[src/rtl/rv_ram_fifo.sv]
// rv_ram_fifo: first-word-fall-through FIFO over a reset-cleared, combinationally-read dual-port RAM.
// Define RV_FIFO_ERR_CHECK_EN to build sticky overflow/underflow flags; otherwise they are tied low.
module rv_ram_fifo #(
   parameter int DATAW     = 32,
   parameter int DEPTH     = 16,
   parameter int ALM_FULL  = DEPTH - 2,
   parameter int ALM_EMPTY = 1,
   parameter int ADDRW     = $clog2(DEPTH)
) (
   input  logic             clk,
   input  logic             reset,
   input  logic             push,
   input  logic [DATAW-1:0] data_in,
   input  logic             pop,
   output logic [DATAW-1:0] data_out,
   output logic             empty,
   output logic             full,
   output logic             alm_empty,
   output logic             alm_full,
   output logic [ADDRW:0]   count,
   output logic             err_ovf,
   output logic             err_udf
);
   localparam logic [ADDRW:0] CNT_FULL = (ADDRW+1)'(DEPTH);
   localparam logic [ADDRW:0] CNT_AF   = (ADDRW+1)'(ALM_FULL);
   localparam logic [ADDRW:0] CNT_AE   = (ADDRW+1)'(ALM_EMPTY);
   logic [DATAW-1:0] ram_q [DEPTH];
   logic [ADDRW-1:0] wr_ptr_q, wr_ptr_d, rd_ptr_q, rd_ptr_d, waddr, raddr;
   logic [ADDRW:0]   count_q, count_d;
   logic             empty_q, empty_d, full_q, full_d;
   logic             alm_empty_q, alm_empty_d, alm_full_q, alm_full_d;
   logic             push_ok, pop_ok, wren;
   logic [DATAW-1:0] wdata;
   // Acceptance looks only at registered flags, so push/pop never reach an output combinationally.
   always_comb begin
      push_ok     = push & ~full_q;
      pop_ok      = pop & ~empty_q;
      wren        = push_ok;
      waddr       = wr_ptr_q;
      wdata       = data_in;
      raddr       = rd_ptr_q;
      wr_ptr_d    = push_ok ? wr_ptr_q + ADDRW'(1) : wr_ptr_q;
      rd_ptr_d    = pop_ok ? rd_ptr_q + ADDRW'(1) : rd_ptr_q;
      count_d     = count_q + (ADDRW+1)'(push_ok) - (ADDRW+1)'(pop_ok);
      empty_d     = count_d == '0;
      full_d      = count_d == CNT_FULL;
      alm_empty_d = count_d <= CNT_AE;
      alm_full_d  = count_d >= CNT_AF;
   end
   always_ff @(posedge clk) begin
      if (reset) begin
         wr_ptr_q    <= '0;
         rd_ptr_q    <= '0;
         count_q     <= '0;
         empty_q     <= 1'b1;
         full_q      <= 1'b0;
         alm_empty_q <= 1'b1;
         alm_full_q  <= (ALM_FULL == 0);
      end else begin
         wr_ptr_q    <= wr_ptr_d;
         rd_ptr_q    <= rd_ptr_d;
         count_q     <= count_d;
         empty_q     <= empty_d;
         full_q      <= full_d;
         alm_empty_q <= alm_empty_d;
         alm_full_q  <= alm_full_d;
      end
   end
   always_ff @(posedge clk) begin
      if (reset) begin
         for (int i = 0; i < DEPTH; i++) ram_q[i] <= '0;
      end else if (wren) begin
         ram_q[waddr] <= wdata;
      end
   end
   assign data_out  = ram_q[raddr];
   assign empty     = empty_q;
   assign full      = full_q;
   assign alm_empty = alm_empty_q;
   assign alm_full  = alm_full_q;
   assign count     = count_q;
`ifdef RV_FIFO_ERR_CHECK_EN
   logic err_ovf_q, err_ovf_d, err_udf_q, err_udf_d;
   always_comb begin
      err_ovf_d = err_ovf_q | (push & full_q);
      err_udf_d = err_udf_q | (pop & empty_q);
   end
   always_ff @(posedge clk) begin
      if (reset) begin
         err_ovf_q <= 1'b0;
         err_udf_q <= 1'b0;
      end else begin
         err_ovf_q <= err_ovf_d;
         err_udf_q <= err_udf_d;
      end
   end
   assign err_ovf = err_ovf_q;
   assign err_udf = err_udf_q;
`else
   assign err_ovf = 1'b0;
   assign err_udf = 1'b0;
`endif
endmodule

[config.mk]
export PLATFORM = sky130hd
export DESIGN_NAME = rv_ram_fifo
export DESIGN_NICKNAME = d
export VERILOG_FILES = /design/src/rtl/rv_ram_fifo.sv
export SDC_FILE = /design/constraint.sdc
export NUM_CORES = 1
export LEC_CHECK = 0
export CAP_MARGIN = 10
export CORE_ASPECT_RATIO = 0.9
export CORE_MARGIN = 1
export CORE_UTILIZATION = 61
export CTS_CLUSTER_SIZE = 8
export DETAILED_ROUTE_END_ITERATION = 10
export GPL_ROUTABILITY_DRIVEN = 0
export HOLD_SLACK_MARGIN = 0.15
export PLACE_DENSITY = 0.87
export SLEW_MARGIN = 30
export SYNTH_ARGS = -nofsm -noshare
export SYNTH_HDL_FRONTEND = slang
export SYNTH_SLANG_ARGS = --single-unit
[constraint.sdc]
create_clock -name clk -period 3.06 [get_ports clk]
set_clock_uncertainty 0.05 [all_clocks]
set_input_delay 0.612 -clock clk [delete_from_list [all_inputs] [get_ports clk]]
set_output_delay 0.612 -clock clk [all_outputs]
set_load 0.005 [all_outputs]
==> qor.yml <==
grt_max_degree: 47
status: "finished with violations"
synth.area.top_cells: "edfxtp_1, and2_1, mux4_2, a22oi_1, dfxtp_1"
wl_mm: 70.4
totalPowerFinal_w: 0.0202
grtUsageTotal_pct: 35.8
fin_hold_ws_ns: 0.473
antenna_left: 0
ys_ff_latch: 533
dpl.hpwl_mm: 33.7
drive_gt1_share_pct: 28.5
cp-start-kind: "flip-flop"
dieWidth_um: 210
fin_crit_ns: 3.17
cts_tree: "built"
first_iter_violations: 2290
num-fill-cells: 1943
die-area_um2: 39800
finalSetupViolCount: 24
critPathMaxFanout: 6
die-height_um: 189
cts_sinks: 533
gr-total-overflow: 0
layout.nets: 1713
numCtsBuffers: 76
fin_crit_sh_pct: 104
p_leak_nw: 10.6
postSynthAreaPerCell_um2: 15.7
routedWlPerCell_um: 31.7
regArea_um2: 15800
slew_headroom_pct: 50.6
grt_pass1_wl_mm: 100
syn_area_um2: 23800
grt_pass1_vias: 15500
yosysUniqueCellTypes: 31
design.core.area_um2: 38400
seq_area_frac_synth_pct: 66.5
clk_pin_slew_ns: 0.05
rows: 68
fin_ws_ns: -0.109
portBuffers: 76
end_kind: "primary output"
antenna_found_initial: 6
grt_setup_unrepaired: "yes"
yosysTopAreaCell: "edfxtp_1"
slew_violations: 0
clk_path_buf_depth: 3
synth_async_sr_flop_share_pct: 0
multi_input_comb_area_um2: 7800
place_ws_ns: -0.106
first_pass_iters: 5
via_count: 15000
yosysWarnings: 0
initial_core_util_pct: 61.9
fmax_ghz: 0.316
hold_violations: 0
ir_drop_uv: 597
violations: "negative setup slack"
worstMarginPinSlew_ns: 0.740
ctsHtreeMaxLevel: 3
power.density_nw_per_um2: 699
synth.most_common_cell: "and2_1"
drc: 0
clockRootBuffer: "clkbuf_16"
synth_top_flop_cell: "edfxtp_1"
area_growth_pct: 21.4
ys_top_cells_by_count: "and2_1, edfxtp_1, mux4_2"
worstPathArrival_ns: 2.51
io_pins: 79
hold_class: "reg -> reg"
synth_top_area_share_pct: 64.7
critPathRequiredTime_ns: 2.40
synth_edf_count: 512
critical_path_class: "reg -> out"
syn_inst: 1514
max_cap_viol_count: 0
clock_latency_ns: 0.60
vias_per_cell: 6.76
## logic make-up (layout without fill, tap and decap cells)
logic type / after synthesis / count (layout) / synth area share, %
compound gates: 72 / 72 / 2.25
buf+inv: 138 / 316 / 2.41
other cells: 1 / 4 / 0.0158
mux: 129 / 129 / 12.2
xor+xnor: 13 / 13 / 0.479
fa+ha+maj: 10 / 10 / 0.558
simple gates: 618 / 618 / 15.7
flops: 533 / 533 / 66.5
## cells in the final DEF (no fill, tap or decap), drive strengths merged, types with 9 or more instances in the layout
cell type	Yosys	final
inv	5	9
or2	16	16
ha	9	9
edfxtp	512	512
a22oi	64	64
nand2	39	39
buf	27	144
and2	513	513
clkbuf	106	116
mux4	128	128
clkdlybuf4s50	0	44
dfxtp	21	21
nor2	30	30
## state kept, by name, summed over array words and instances, names as in the netlist, named ones only
name and cells:
full 1, ram_q 512, count 5, waddr 4
alm_full 1, empty 1, alm_empty 1, raddr 4
## power breakdown
group | switching (W) | total, W | internal [W]
sequential | 0.000187 | 0.00862 | 0.00844
combinational | 0.00185 | 0.00384 | 0.00199
clock | 0.00309 | 0.00769 | 0.00460
## layout make-up
| cell class | instances | area share [%] |
|---|---|---|
| timing repair buffer | 207 | 8.63 |
| sequential | 533 | 54.8 |
| multi-input combinational | 844 | 27.0 |
| inverter | 5 | 0.0650 |
| tap | 525 | 2.28 |
| clock buffer | 99 | 7.07 |
| clock inverter | 5 | 0.178 |
| antenna | 2 | 0.0173 |
## timing repair
action	CTS	global route
pin swaps	40	44
hold endpoints to repair	0	0
endpoints found under the setup margin	32	31
cloned	15	1
resized for setup	169	57
buffers inserted	27	18
hold buffers	0	0
## critical path, cell delays in order, from the launching register on
cell     delay, ns
dfxtp_4       0.38
buf_12        0.16
buf_12        0.13
buf_8         0.11
buf_8         0.12
buf_6         0.09
mux4_2        0.49
a22oi_2       0.17
nand2_2       0.10
buf_2         0.14
## layer usage
layer  global-route usage, %  vias to the layer above  part of all wire [%]
met5                       0                        -                     0
met4                    20.4                        0                   5.3
met3                    8.77                      308                    14
met2                    56.7                     1464                    48
met1                    45.7                     7390                    33
li1                        -                     5841                     -
## per-stage QoR
stage / util (%) / std cells / TNS (ns) / area [um^2]
2_1_floorplan: - / 1515 / 0 / 23800
3_3_place_gp: 66.8 / 2059 / -0.0604 / 25700
3_5_place_dp: 66.8 / 2059 / -0.353 / 25700
4_1_cts: 74.9 / 2205 / -1.76 / 28700
5_1_grt: 75.2 / 2219 / -2.25 / 28900
6_report: 75.2 / 2220 / -1.13 / 28900
## worst paths after layout
path | depth (start not counted) | end | from | slack [ns]
worst min register to register | 2 | flip-flop | raddr[3] | 0.47
worst min-delay path | 2 | flip-flop | raddr[3] | 0.47
worst max-delay path | 9 | data_out[21] | flip-flop | -0.11
worst max register to register | 9 | alm_empty | empty | 0.65
No activity file was read; power rests on OpenSTA's default activity.
